File: src/rtl/ptp_rst_seq.sv
// Reset and TX clock-select sequencer for the PTPv2 core (bus clock domain).
// Holds RTC/TX/RX domains in reset across a GE/FE clock switch, then releases them staggered.
module ptp_rst_seq #(
    parameter int unsigned HOLD_CYCLES    = 16,
    parameter int unsigned SETTLE_CYCLES  = 64,
    parameter int unsigned STAGGER_CYCLES = 4,
    parameter int unsigned CNT_W          = 8
) (
    input  logic bus_clk,
    input  logic rst_sys_n,
    input  logic mii_mode_i,
    input  logic sw_rst_i,
    output logic clk_sel_o,
    output logic rst_rtc_n_o,
    output logic rst_tx_n_o,
    output logic rst_rx_n_o,
    output logic busy_o,
    output logic done_o
);

    typedef enum logic [2:0] {
        S_IDLE, S_ASSERT, S_SWITCH, S_SETTLE, S_REL_RTC, S_REL_TX, S_DONE
    } state_t;

    localparam logic [CNT_W-1:0] HOLD_LAST    = CNT_W'(HOLD_CYCLES - 1);
    localparam logic [CNT_W-1:0] SETTLE_LAST  = CNT_W'(SETTLE_CYCLES - 1);
    localparam logic [CNT_W-1:0] STAGGER_LAST = CNT_W'(STAGGER_CYCLES - 1);

    state_t           r_state;
    state_t           w_state_nxt;
    logic [CNT_W-1:0] r_cnt;
    logic [CNT_W-1:0] w_cnt_nxt;
    logic             r_mode_meta;
    logic             r_mode_sync;
    logic             r_full;
    logic             r_clk_sel;
    logic             r_rst_rtc_n;
    logic             r_rst_tx_n;
    logic             r_rst_rx_n;
    logic             r_busy;
    logic             r_done;
    logic             w_full_nxt;
    logic             w_clk_sel_nxt;
    logic             w_rst_rtc_n_nxt;
    logic             w_rst_tx_n_nxt;
    logic             w_rst_rx_n_nxt;
    logic             w_busy_nxt;
    logic             w_done_nxt;
    logic             w_trig;
    logic             w_entry;

    // Two-flop synchronizer for the asynchronous mode request
    always_ff @(posedge bus_clk or negedge rst_sys_n) begin
        if (!rst_sys_n) begin
            r_mode_meta <= 1'b0;
            r_mode_sync <= 1'b0;
        end else begin
            r_mode_meta <= mii_mode_i;
            r_mode_sync <= r_mode_meta;
        end
    end

    // Power-on behaves as an ASSERT already in progress with the full flag set
    always_ff @(posedge bus_clk or negedge rst_sys_n) begin
        if (!rst_sys_n) r_state <= S_ASSERT;
        else            r_state <= w_state_nxt;
    end

    assign w_trig = sw_rst_i | (r_mode_sync != r_clk_sel);

    always_comb begin
        w_state_nxt = r_state;
        case (r_state)
            S_IDLE:    if (w_trig) w_state_nxt = S_ASSERT;
            S_ASSERT:  if (r_cnt == HOLD_LAST) w_state_nxt = S_SWITCH;
            S_SWITCH:  w_state_nxt = S_SETTLE;
            S_SETTLE: begin
                if (w_trig)                   w_state_nxt = S_ASSERT;
                else if (r_cnt == SETTLE_LAST) w_state_nxt = r_full ? S_REL_RTC : S_REL_TX;
            end
            S_REL_RTC: begin
                if (w_trig)                    w_state_nxt = S_ASSERT;
                else if (r_cnt == STAGGER_LAST) w_state_nxt = S_REL_TX;
            end
            S_REL_TX: begin
                if (w_trig)                    w_state_nxt = S_ASSERT;
                else if (r_cnt == STAGGER_LAST) w_state_nxt = S_DONE;
            end
            S_DONE:    w_state_nxt = w_trig ? S_ASSERT : S_IDLE;
            default:   w_state_nxt = S_IDLE;
        endcase
    end

    assign w_entry = (w_state_nxt != r_state);

    // Next values of the registered outputs, applied on state-entry edges
    always_comb begin
        w_cnt_nxt       = r_cnt;
        w_full_nxt      = r_full | sw_rst_i;
        w_clk_sel_nxt   = r_clk_sel;
        w_rst_rtc_n_nxt = r_rst_rtc_n;
        w_rst_tx_n_nxt  = r_rst_tx_n;
        w_rst_rx_n_nxt  = r_rst_rx_n;
        w_busy_nxt      = (w_state_nxt != S_IDLE);
        w_done_nxt      = 1'b0;

        if (w_entry) begin
            w_cnt_nxt = '0;
        end else if (r_state inside {S_ASSERT, S_SETTLE, S_REL_RTC, S_REL_TX}) begin
            w_cnt_nxt = r_cnt + CNT_W'(1);
        end

        if (w_state_nxt == S_IDLE) w_full_nxt = 1'b0;
        if (r_state == S_SWITCH)   w_clk_sel_nxt = r_mode_sync;

        if (w_entry) begin
            case (w_state_nxt)
                S_ASSERT: begin
                    w_rst_tx_n_nxt = 1'b0;
                    w_rst_rx_n_nxt = 1'b0;
                    if (w_full_nxt) w_rst_rtc_n_nxt = 1'b0;
                end
                S_REL_RTC: w_rst_rtc_n_nxt = 1'b1;
                S_REL_TX:  w_rst_tx_n_nxt  = 1'b1;
                S_DONE: begin
                    w_rst_rx_n_nxt = 1'b1;
                    w_done_nxt     = 1'b1;
                end
                default: ;
            endcase
        end else if (r_state == S_ASSERT && sw_rst_i) begin
            w_rst_rtc_n_nxt = 1'b0;
        end
    end

    always_ff @(posedge bus_clk or negedge rst_sys_n) begin
        if (!rst_sys_n) begin
            r_cnt       <= '0;
            r_full      <= 1'b1;
            r_clk_sel   <= 1'b0;
            r_rst_rtc_n <= 1'b0;
            r_rst_tx_n  <= 1'b0;
            r_rst_rx_n  <= 1'b0;
            r_busy      <= 1'b1;
            r_done      <= 1'b0;
        end else begin
            r_cnt       <= w_cnt_nxt;
            r_full      <= w_full_nxt;
            r_clk_sel   <= w_clk_sel_nxt;
            r_rst_rtc_n <= w_rst_rtc_n_nxt;
            r_rst_tx_n  <= w_rst_tx_n_nxt;
            r_rst_rx_n  <= w_rst_rx_n_nxt;
            r_busy      <= w_busy_nxt;
            r_done      <= w_done_nxt;
        end
    end

    assign clk_sel_o   = r_clk_sel;
    assign rst_rtc_n_o = r_rst_rtc_n;
    assign rst_tx_n_o  = r_rst_tx_n;
    assign rst_rx_n_o  = r_rst_rx_n;
    assign busy_o      = r_busy;
    assign done_o      = r_done;

endmodule
File: config.mk
export PLATFORM = sky130hd
export DESIGN_NAME = ptp_rst_seq
export DESIGN_NICKNAME = d
export VERILOG_FILES = /design/src/rtl/ptp_rst_seq.sv
export SDC_FILE = /design/constraint.sdc
export NUM_CORES = 1
export LEC_CHECK = 0
export CAP_MARGIN = 20
export CORE_MARGIN = 10
export CORE_UTILIZATION = 44
export CTS_BUF_LIST = sky130_fd_sc_hd__clkbuf_2
export CTS_CLUSTER_DIAMETER = 200
export DETAILED_ROUTE_END_ITERATION = 8
export GPL_ROUTABILITY_DRIVEN = 0
export PLACE_DENSITY_LB_ADDON = 0.15
export SLEW_MARGIN = 20
export SYNTH_ARGS = -nofsm -noshare
export SYNTH_HDL_FRONTEND = slang
export SYNTH_SLANG_ARGS = --single-unit
File: constraint.sdc
create_clock -name bus_clk -period 3.5 [get_ports bus_clk]
set_input_delay 0.7 -clock bus_clk [delete_from_list [all_inputs] [get_ports bus_clk]]
set_output_delay 0.7 -clock bus_clk [all_outputs]
set_load 0.03 [all_outputs]
# Yosys cells after proc, flatten, opt, wreduce, memory -nomap -nowiden
# Index checks and enable logic that the tools add are counted.
# W data, S select, Z words.
# op_classes
n_reduce_logical	12
div_mod_pow	0
muxes	22
bitwise	2
shifts	0
n_eq_ne	17
n_addsub	1
n_mul	0
order_cmp	0
# ops
op	count
$mux W3	8
$pmux W3 S7	1
$eq A3 B3 Y1 const B	6
$mux W8	2
$add A8 B1 Y8 const B	1
$eq A8 B2 Y1 const B	1
$eq A8 B4 Y1 const B	1
$eq A8 B6 Y1 const B	1
$mux W1	8
$reduce_bool A2 Y1	4
$eq A3 B1 Y1 const B	2
$eq A3 B2 Y1 const B	2
$logic_not A3 Y1	2
$pmux W1 S2	3
$reduce_and A2 Y1	2
$reduce_bool A4 Y1	1
$ne A3 B1 Y1 const B	1
$ne A3 B3 Y1	1
$ne A3 B3 Y1 const B	1
$reduce_and A3 Y1	1
$reduce_bool A3 Y1	1
$or A1 B1 Y1	2
$logic_and A1 B1 Y1	1
$ne A1 B1 Y1	1
# word_totals
latch_bits	0
word_cells	65
mem_count	0
mem_bits_rw	0
register_bits	20
mem_bits_ro	0

# Depth between registers and ports, before layout
# Gate-level depths: netlist (run 1).
# depth
ltp_word	9
depth_mapped	8

# Worst setup path before layout (run 1)
# OpenSTA, ideal clock, no wires.
# synth_path
path_kind	reg2reg
start	register r_cnt[0]
end	register r_rst_rtc_n (netlist: rst_rtc_n_o)
path_buffers	0
t_arrival_ps	2411
period_less_slack_ps	2538
required_time_ps	3374
stages_incl_launch_ff	8
slack_ps	962
path_cell_list	dfrtp_1 ha_1 nand2_2 nor4_4 nor3_2 or4_4 or4_1 a311o_1
# synth_via
elab_chain_cells	8
elab_cells_between_ends	22
cone_classes	eq/ne (8); mux (11); reduce/logical (3)
# synth_lines
element	line	source
start, declared	31	logic [CNT_W-1:0] r_cnt;
start signal, assigned	147	r_cnt <= w_cnt_nxt;
$eq A8 B2 Y1 or $eq A8 B6 Y1 (tied branches)	83, 87, 79	
$mux W3 (on tied branches)	87, 79, 83	
$mux W3 (on tied branches)	86, 78, 82	
$pmux W3 S7 *	73	case (r_state)
via w_state_nxt[1]	30	state_t w_state_nxt;
$logic_not A3 Y1	113	if (w_state_nxt == S_IDLE) w_full_nxt = 1'b0;
$mux W1	113	
$ne A3 B3 Y1 (no source line)	--	
$reduce_and A3 Y1 (no source line)	--	
end signal, assigned	150	r_rst_rtc_n <= w_rst_rtc_n_nxt;
end, declared	37	logic r_rst_rtc_n;
# Mark *: on every way through the listed nets, which the timed path passes. The rest lies on a longest branch.
# A chain may end at the register's enable or synchronous reset.

# Final worst setup path (run 1)
# Same ends and word-level chain as after synthesis.

==> qor.txt, run 1 <==
Total power: 0.894 mW
Critical hold path startpoint: r_mode_meta$_DFF_PN0_
Clk_skew: 2.75 ps
Final Cell Area: 1220 sq um
Startpoint types: flip-flop
Combinational share of power: 39.8%
Fillers: 200
Post-CTS Setup Bufs: 0
Fmax: 359 MHz
CTS tree: yes
Die width: 69.4 um
Antenna cell count: 0
Setup violators final: 0
Vias after detailed routing: 845
Final period utilization: 79.7%
VDD IR max: 0.393 mV
Resized Gates After CTS: 0
NetSw: 0.349 mW
Flops & latches, synth: 20
IO Count: 10
Core area: 2280 sq um
Arrival time at the worst endpoint: 3020 ps
Placed inst area: 1180 sq um
Total Nets Final: 122
Hold path endpoint: r_mode_sync$_DFF_PN0_
Cell taking the most area after synthesis: dfrtp_1
Ys async rst share: 100%
Die area: 4820 sq um
H-tree Lvls: 1
Unrepaired setup endpoints after global routing: no
R2R setup slack: 710 ps
Layout cells sized above 1: 12.9%
Clock share of power: 19.3%
Dominant synthesized flop cell: dfrtp_1
Crit-path max FO: 5
Post-synthesis cell type count: 42
Sequential fraction of the synthesis area: 47.0%
Footprint of the multi-input gates: 534 sq um
Crit path required time: 3730 ps
Max Root-Sink Buffers: 2
Internal power: 0.545 mW
Syn Inst Count: 106
First DRT Iteration DRCs: 42
Slew headroom: 41.0%
Crit Path Category: flip-flop to flip-flop
Fin crit period: 2790 ps
TritonCTS buffer count: 3
Die Y: 69.4 um
Top delay family on crit path: simple AND/OR/NAND/NOR gates
Net Sw Frac: 39.1%
RR Endpoint: rst_rtc_n_o$_DFFE_PN0P_
Cells on worst reg2reg path: 7
Register area: 504 sq um
Initial core utilization: 47.2%
Sequential power share: 40.9%
Buffers on Ports: 9
Leakage dissipation: 0.494 nW
Post-synth EDFFs: 0
Clock Sinks: 20
Clock-pin slew on the worst setup and hold paths: 200 ps
Power Dens Cells: 731 nW/um^2
Worst setup EP type: flip-flop
Worst Hold Depth: 0
Most common cell in the netlist: dfrtp_1
Status: finished, final reports clean
Synthesized Nets: 111
CTS hold repair buffers: 0
DP HPWL: 1560 um
Avg WL per Cell: 15.2 um
Top cells by area, synth: dfrtp_1, dfstp_2, nor2_1
Netlist Area Pre-Place: 1070 sq um
Row cnt: 17
Slowest-stage cell, CP: or4_4
WP buf/inv: 0
Worst-path cell chain: ha_1, nand2_2, nor4_4, nor3_2, or4_4, or4_1, a311o_1
Yosys top cell area share: 39.6%
GRT Overall Usage: 9.01%
Drt first pass iters: 4
Yosys warning count: 0
Detail Route Antenna Nets: 0
Root buffer cell: clkbuf_2
Worst slew pin tran: 882 ps
Initial antenna violation count: 0
Clock latency at the later pin of the worst-skew pair: 320 ps
Hold Vio Cnt, Final: 0
Post-Route WL: 2190 um
Total gr overflow: 0
Hold Path Class: flip-flop to flip-flop
Largest net degree at the start of global routing: 21
Vias in the first global route: 760
Wire length of the first global-routing pass: 3710 um
Area growth syn-to-layout: 14.0%
DRC Markers: 0
Mean Syn Cell Area: 10.1 sq um
Reg2reg start: r_cnt[0]$_DFFE_PN0P_
Setup TNS: 0 ps
# Max-Cap Violations: 0
Final Max Tran Viols: 0
Drt via density: 5.87
Max stage delay on crit path: 560 ps
Post-synth top cells: dfrtp_1, nor2_1, a21oi_1, nand2_1
how the worst max path moves through the flow:
stage / from / to / cells after the start
after floorplan: r_cnt[0]$_DFFE_PN0P_ / rst_rtc_n_o$_DFFE_PN0P_ / 7
after global placement: sw_rst_i / rst_rtc_n_o$_DFFE_PN0P_ / 6
after detailed placement: sw_rst_i / rst_rtc_n_o$_DFFE_PN0P_ / 6
after CTS: r_cnt[0]$_DFFE_PN0P_ / rst_rtc_n_o$_DFFE_PN0P_ / 7
after global routing: r_cnt[0]$_DFFE_PN0P_ / rst_rtc_n_o$_DFFE_PN0P_ / 7
final: r_cnt[0]$_DFFE_PN0P_ / rst_rtc_n_o$_DFFE_PN0P_ / 7
cell usage in the layout, fill, tap and decap left out, types with 2 or more instances in the layout:
cell type | synthesis | final
a211oi_1 | 3 | 3
a21oi_1 | 6 | 6
clkbuf_2 | 0 | 3
clkdlybuf4s50_1 | 0 | 9
dfrtp_1 | 17 | 17
dfstp_2 | 3 | 3
inv_1 | 4 | 4
nand2_1 | 6 | 6
nand2b_1 | 3 | 3
nand3_1 | 3 | 3
nor2_1 | 14 | 14
nor3_1 | 3 | 3
nor4_1 | 2 | 2
o21ai_0 | 4 | 4
or3_1 | 2 | 2
or4_1 | 2 | 2
xnor2_1 | 4 | 4
xor2_1 | 3 | 3
power groups by stage:
stage                     sequential [mW]  combinational, mW  clock, mW
final                               0.366              0.356      0.172
after global routing                0.378              0.398      0.187
after CTS                           0.366              0.360      0.178
after detailed placement            0.370              0.359          0
after global placement              0.368              0.355          0
after floorplan                     0.371              0.266          0
stage by stage:
stage          hold WS (ps)  setup slack [ps]  util [%]  instances
2_1_floorplan           331               962         -        106
3_3_place_gp            344               435      51.8        140
3_5_place_dp            336               382      51.8        140
4_1_cts                 391               711      53.8        144
5_1_grt                 408               564      53.8        144
6_report                388               712      53.8        144
routing by layer:
metal,GRT usage [%],routed length [um],vias to the layer above
met5,0,0,-
met4,3.33,21,0
met3,2.85,123,4
met2,12.0,973,26
met1,12.9,1080,408
li1,-,-,407
sequential cells by signal, summed over array words and instances (netlist names):
register,cells
busy_o,1
done_o,1
r_mode_sync,1
r_full,1
rst_tx_n_o,1
clk_sel_o,1
rst_rx_n_o,1
r_state,3
r_mode_meta,1
rst_rtc_n_o,1
r_cnt,8
area by class of cell:
type                            count  area share (%)
Inverter                            4            1.23
Clock buffer                        3            1.23
Timing Repair Buffer                9            7.36
Sequential cell                    20            41.2
Clock inverter                      1            2.45
Tap cell                           28            2.86
Multi-Input combinational cell     79            43.7
kinds of logic after synthesis:
kind of cell	synth area share (%)
fa+ha+maj	1.17
simple gates	26.1
buf+inv	3.26
compound gates	14.8
xor+xnor	5.71
mux	1.98
flops	47.0
worst register-to-register path, stage by stage, from the launching register on:
cell     delay [ps]
dfrtp_1         430
ha_1            260
nand2_2         110
nor4_4          380
nor3_2           70
or4_4           560
or4_1           530
a311o_1         360
(Power assumes the default switching activity.)
==> run 2, diff against run 1 <==
==> constraint.sdc (replaced) <==
create_clock -name bus_clk -period 2.5 [get_ports bus_clk]
set_input_delay 0.5 -clock bus_clk [delete_from_list [all_inputs] [get_ports bus_clk]]
set_output_delay 0.5 -clock bus_clk [all_outputs]
set_load 0.03 [all_outputs]
==> qor.txt, run 2 (synthesis gave the netlist of run 1 again) <==
Met2 routed WL: 1220 um
Avg WL per Cell: 15.6 um
H-tree Lvls: 1
Most frequent cells in the layout: buf_4, nor2_1, dfrtp_1
Unrepaired setup endpoints after global routing: yes
Wire length on met3: 65 um
Hold Path Class: flip-flop to flip-flop
Fillers: 190
Worst setup EP type: flip-flop
Power Dens Cells: 948 nW/um^2
Status: finished, final reports clean
Vias after detailed routing: 893
Area growth syn-to-layout: 27.6%
M1 WL: 1200 um
Clk_skew: 5.78 ps
Total Nets Final: 140
Layout cells sized above 1: 29.9%
Wire length of the first global-routing pass: 4400 um
Vias in the first global route: 951
Detail Route Antenna Nets: 0
Crit-path max FO: 3
Die Y: 69.4 um
Max Root-Sink Buffers: 2
Die area: 4820 sq um
Final period utilization: 97.7%
Core area: 2280 sq um
Root buffer cell: clkbuf_2
Die width: 69.4 um
Largest Register: r_cnt
Slew headroom: 69.7%
Worst slew pin tran: 448 ps
Setup violators final: 0
Crit path required time: 2710 ps
Post-Route WL: 2530 um
Row cnt: 17
GRT Overall Usage: 10.8%
Worst Hold Slack: 374 ps
Biggest regs: r_cnt (8), r_state (3)
Final Max Tran Viols: 0
Initial core utilization: 47.2%
Fin crit period: 2440 ps
Footprint of the multi-input gates: 568 sq um
Leakage dissipation: 0.576 nW
Hold Vio Cnt, Final: 0
# Max-Cap Violations: 0
DP HPWL: 1890 um
Total power: 1.30 mW
Drt first pass iters: 4
VDD IR max: 0.579 mV
Clock latency at the later pin of the worst-skew pair: 310 ps
Total gr overflow: 0
IO Count: 10
Startpoint types: flip-flop
DRC Markers: 0
TritonCTS buffer count: 3
Most common cell after layout, fill and taps aside: buf_4
CTS tree: yes
Crit Path Category: flip-flop to flip-flop
Clock-pin slew on the worst setup and hold paths: 180 ps
Drt via density: 5.51
Max reg flops: 8
Antenna cell count: 0
Initial antenna violation count: 0
Fmax: 410 MHz
Max layer used: met4
Buffers on Ports: 9
Clock Sinks: 20
First DRT Iteration DRCs: 88
CTS hold repair buffers: 0
Register area: 508 sq um
Largest net degree at the start of global routing: 21
Arrival time at the worst endpoint: 2650 ps
## run 2: final timing paths
kind / start / to / slack, ps / cells after the start
max in group asynchronous: rst_sys_n / r_state[0]$_DFF_PN1_ / 1740 / 2
setup reg to reg: r_cnt[1]$_DFFE_PN0P_ / rst_rtc_n_o$_DFFE_PN0P_ / 60 / 7
hold / removal: r_mode_meta$_DFF_PN0_ / r_mode_sync$_DFF_PN0_ / 370 / 0
setup / recovery: r_cnt[1]$_DFFE_PN0P_ / rst_rtc_n_o$_DFFE_PN0P_ / 60 / 7
min in group asynchronous: rst_sys_n / clk_sel_o$_DFFE_PN0P_ / 490 / 2
hold reg to reg: r_mode_meta$_DFF_PN0_ / r_mode_sync$_DFF_PN0_ / 370 / 0
## run 2: where the power goes
group	internal, mW	switching (mW)
Combinational	0.308	0.336
Sequential	0.421	0.105
Clock	0.0348	0.0945
Total	0.764	0.535
## run 2: critical path, cell delays in order (launching register included)
cell and delay (ps):
dfrtp_1 450, ha_4 180, and4bb_2 240, nand2_2 90, nor4b_1 70, or4_4 530, or4_1 510, a311o_1 280
## run 2: cell type report
| cell class | instances | area share [%] |
|---|---|---|
| Timing Repair Buffer | 27 | 16.4 |
| Inverter | 4 | 1.10 |
| Sequential cell | 20 | 37.1 |
| Clock inverter | 1 | 0.274 |
| Multi-Input combinational cell | 79 | 41.5 |
| Tap cell | 28 | 2.56 |
| Clock buffer | 3 | 1.10 |
## run 2: what timing repair did
| item | CTS | global route |
|---|---|---|
| buffers inserted | 1 | 0 |
| resized for setup | 3 | 4 |
| pin swaps | 2 | 0 |
| cloned | 0 | 0 |
| endpoints found under the setup margin | 1 | 3 |
## run 2: stage by stage
stage	utilization, %	setup TNS [ps]	setup slack [ps]	instances	cell area (sq um)
after global routing	60.2	-0.798	-0.798	162	1370
after floorplan	-	0	23.3	106	1080
after detailed placement	57.6	-226	-226	157	1310
after global placement	57.6	-203	-203	157	1310
after CTS	59.6	0	64.4	162	1360
final	60.2	0	58.4	162	1370
## run 2: routing by layer
layer  vias up  GRT usage, %
met5         -             0
met4         0          4.66
met3         4          1.43
met2        19          17.9
met1       427          13.3
li1        443             -
==> run 3, diff against run 2 <==
--- a/config.mk
+++ b/config.mk
@@ -5,6 +5,7 @@
 export SDC_FILE = /design/constraint.sdc
 export NUM_CORES = 1
 export LEC_CHECK = 0
+export ABC_AREA = 1
 export CAP_MARGIN = 20
 export CORE_MARGIN = 10
 export CORE_UTILIZATION = 44
@@ -12,7 +13,7 @@
 export CTS_CLUSTER_DIAMETER = 200
 export DETAILED_ROUTE_END_ITERATION = 8
 export GPL_ROUTABILITY_DRIVEN = 0
-export PLACE_DENSITY_LB_ADDON = 0.15
+export PLACE_DENSITY = 0.67
 export SLEW_MARGIN = 20
 export SYNTH_ARGS = -nofsm -noshare
 export SYNTH_HDL_FRONTEND = slang
==> qor.txt, run 3 <==
Status: finished, final reports clean
Vias after detailed routing: 949
Critical Path End: busy_o
Slowest-stage cell, CP: clkdlybuf4s50_1
Startpoint types: flip-flop
Most frequent cells in the layout: nand2_1, inv_1, nor2_1
Power Dens Cells: 778 nW/um^2
Largest Register: r_cnt
Biggest regs: r_cnt (8), r_state (3)
Syn Inst Count: 153
DP HPWL: 1720 um
Row cnt: 18
Unrepaired setup endpoints after global routing: no
CTS tree: yes
WP buf/inv: 1
Flops & latches, synth: 20
RR Endpoint: r_cnt[2]$_DFFE_PN0P_
Critical Path Stages: 1
Worst Hold Slack: 379 ps
Core area: 2500 sq um
Sequential fraction of the synthesis area: 43.1%
Hold Vio Cnt, Final: 0
Drt first pass iters: 4
Top cells by area, synth: dfrtp_1, nand2_1, dfstp_2
Most common cell in the netlist: nand2_1
Hold Path Class: flip-flop to flip-flop
Vias in the first global route: 939
Total power: 1.06 mW
Area growth syn-to-layout: 16.2%
Avg WL per Cell: 11.1 um
Arrival time at the worst endpoint: 1550 ps
VDD IR max: 0.489 mV
Yosys top cell area share: 36.4%
Fmax: 488 MHz
R2R setup slack: 490 ps
Post-CTS Setup Bufs: 0
Clk_skew: 6.42 ps
Leakage dissipation: 0.705 nW
CP startpoint: busy_o$_DFF_PN1_
Fin util: 54.3%
IO Count: 10
Netlist Area Pre-Place: 1170 sq um
Mean Syn Cell Area: 7.64 sq um
CTS hold repair buffers: 0
Crit Path Category: flip-flop to output port
Total gr overflow: 0
Ys async rst share: 100%
Setup TNS: 0 ps
TritonCTS buffer count: 3
Placed inst area: 1310 sq um
Crit-path max FO: 1
Crit path required time: 2000 ps
DRC Markers: 0
# Max-Cap Violations: 0
Layout cells sized above 1: 18.6%
Die Y: 71.5 um
Yosys warning count: 0
Post-Route WL: 2190 um
H-tree Lvls: 1
Fillers: 232
Post-synthesis cell type count: 23
Die area: 5120 sq um
Register area: 504 sq um
Post-synth EDFFs: 0
Cell taking the most area after synthesis: dfrtp_1
Slew headroom: 77.9%
First DRT Iteration DRCs: 36
Resized Gates After CTS: 0
Initial core utilization: 46.7%
Reg2reg start: r_cnt[1]$_DFFE_PN0P_
Fin crit period: 2050 ps
Max reg flops: 8
Clock-pin slew on the worst setup and hold paths: 200 ps
Total Nets Final: 173
Root buffer cell: clkbuf_2
Drt via density: 4.82
Die width: 71.5 um
Clock Sinks: 20
Detail Route Antenna Nets: 0
Worst-path cell chain: clkdlybuf4s50_1
Footprint of the multi-input gates: 563 sq um
Dominant synthesized flop cell: dfrtp_1
Buffers on Ports: 9
Initial antenna violation count: 0
Most common cell after layout, fill and taps aside: nand2_1
Worst setup EP type: output port
Wire length of the first global-routing pass: 4130 um
Final Cell Area: 1360 sq um
Cells on worst reg2reg path: 12
Top delay family on crit path: buffers and inverters
Worst slew pin tran: 330 ps
Final Max Tran Viols: 0
Setup violators final: 0
Synthesized Nets: 158
Largest net degree at the start of global routing: 21
Final period utilization: 81.9%
Antenna cell count: 0
Post-synth top cells: nand2_1, inv_1, nor2_1, dfrtp_1, nand3_1
Max stage delay on crit path: 660 ps
Clock latency at the later pin of the worst-skew pair: 330 ps
GRT Overall Usage: 9.67%
Max Root-Sink Buffers: 2
run 3: cell count changes in the layout (fill, tap and decap cells not counted), moves of 4 or more:
| cell | change |
|---|---|
| nor2_2 | +4 |
| buf_4 | -17 |
| xnor2_1 | -4 |
| nand3_1 | +4 |
| nand2_1 | +42 |
| inv_1 | +17 |
| nor2_1 | +5 |
run 3: worst min-delay path by stage:
stage | start | end | cells past startpoint
after CTS | r_mode_meta$_DFF_PN0_ | r_mode_sync$_DFF_PN0_ | 0
after floorplan | rst_sys_n | clk_sel_o$_DFFE_PN0P_ | 0
after detailed placement | r_mode_meta$_DFF_PN0_ | r_mode_sync$_DFF_PN0_ | 0
after global placement | r_mode_meta$_DFF_PN0_ | r_mode_sync$_DFF_PN0_ | 0
after global routing | r_mode_meta$_DFF_PN0_ | r_mode_sync$_DFF_PN0_ | 0
final | r_mode_meta$_DFF_PN0_ | r_mode_sync$_DFF_PN0_ | 0
run 3: final cells by class:
type / count / share of cell area (%)
timing repair buffer: 11 / 8.66
tap: 30 / 2.76
clock inverter: 1 / 2.21
clock buffer: 3 / 1.11
sequential: 20 / 37.1
inverter: 24 / 6.64
multi-input combinational: 108 / 41.5
run 3: where the power goes:
part           switching (mW)  leakage [nW]  total, mW  internal, mW
clock                   0.107        0.0266      0.245         0.138
combinational           0.230         0.419      0.385         0.155
sequential             0.0412         0.259      0.426         0.385
run 3: metrics by stage:
stage	setup WS, ps	std cells
after floorplan	729	153
after global placement	180	193
after detailed placement	137	193
after CTS	411	197
after global routing	269	197
final	452	197
run 3: layer usage:
layer  wire, um  GRT usage, %
met4         50          6.02
met5          0             0
met3         73          2.62
met2        968          14.1
met1       1100          12.2
run 3: logic make-up (layout without fill, tap and decap cells):
kind of cell             Yosys count  count (layout)  share of synthesized area, %
flip-flops                        20              20                          43.1
buffers and inverters             25              39                          8.67
adder cells (fa/ha/maj)            1               1                          1.07
AND/OR/NAND/NOR                   94              94                          39.6
XOR/XNOR                           4               4                          3.00
AO/OA/AOI/OAI                      9               9                          4.50
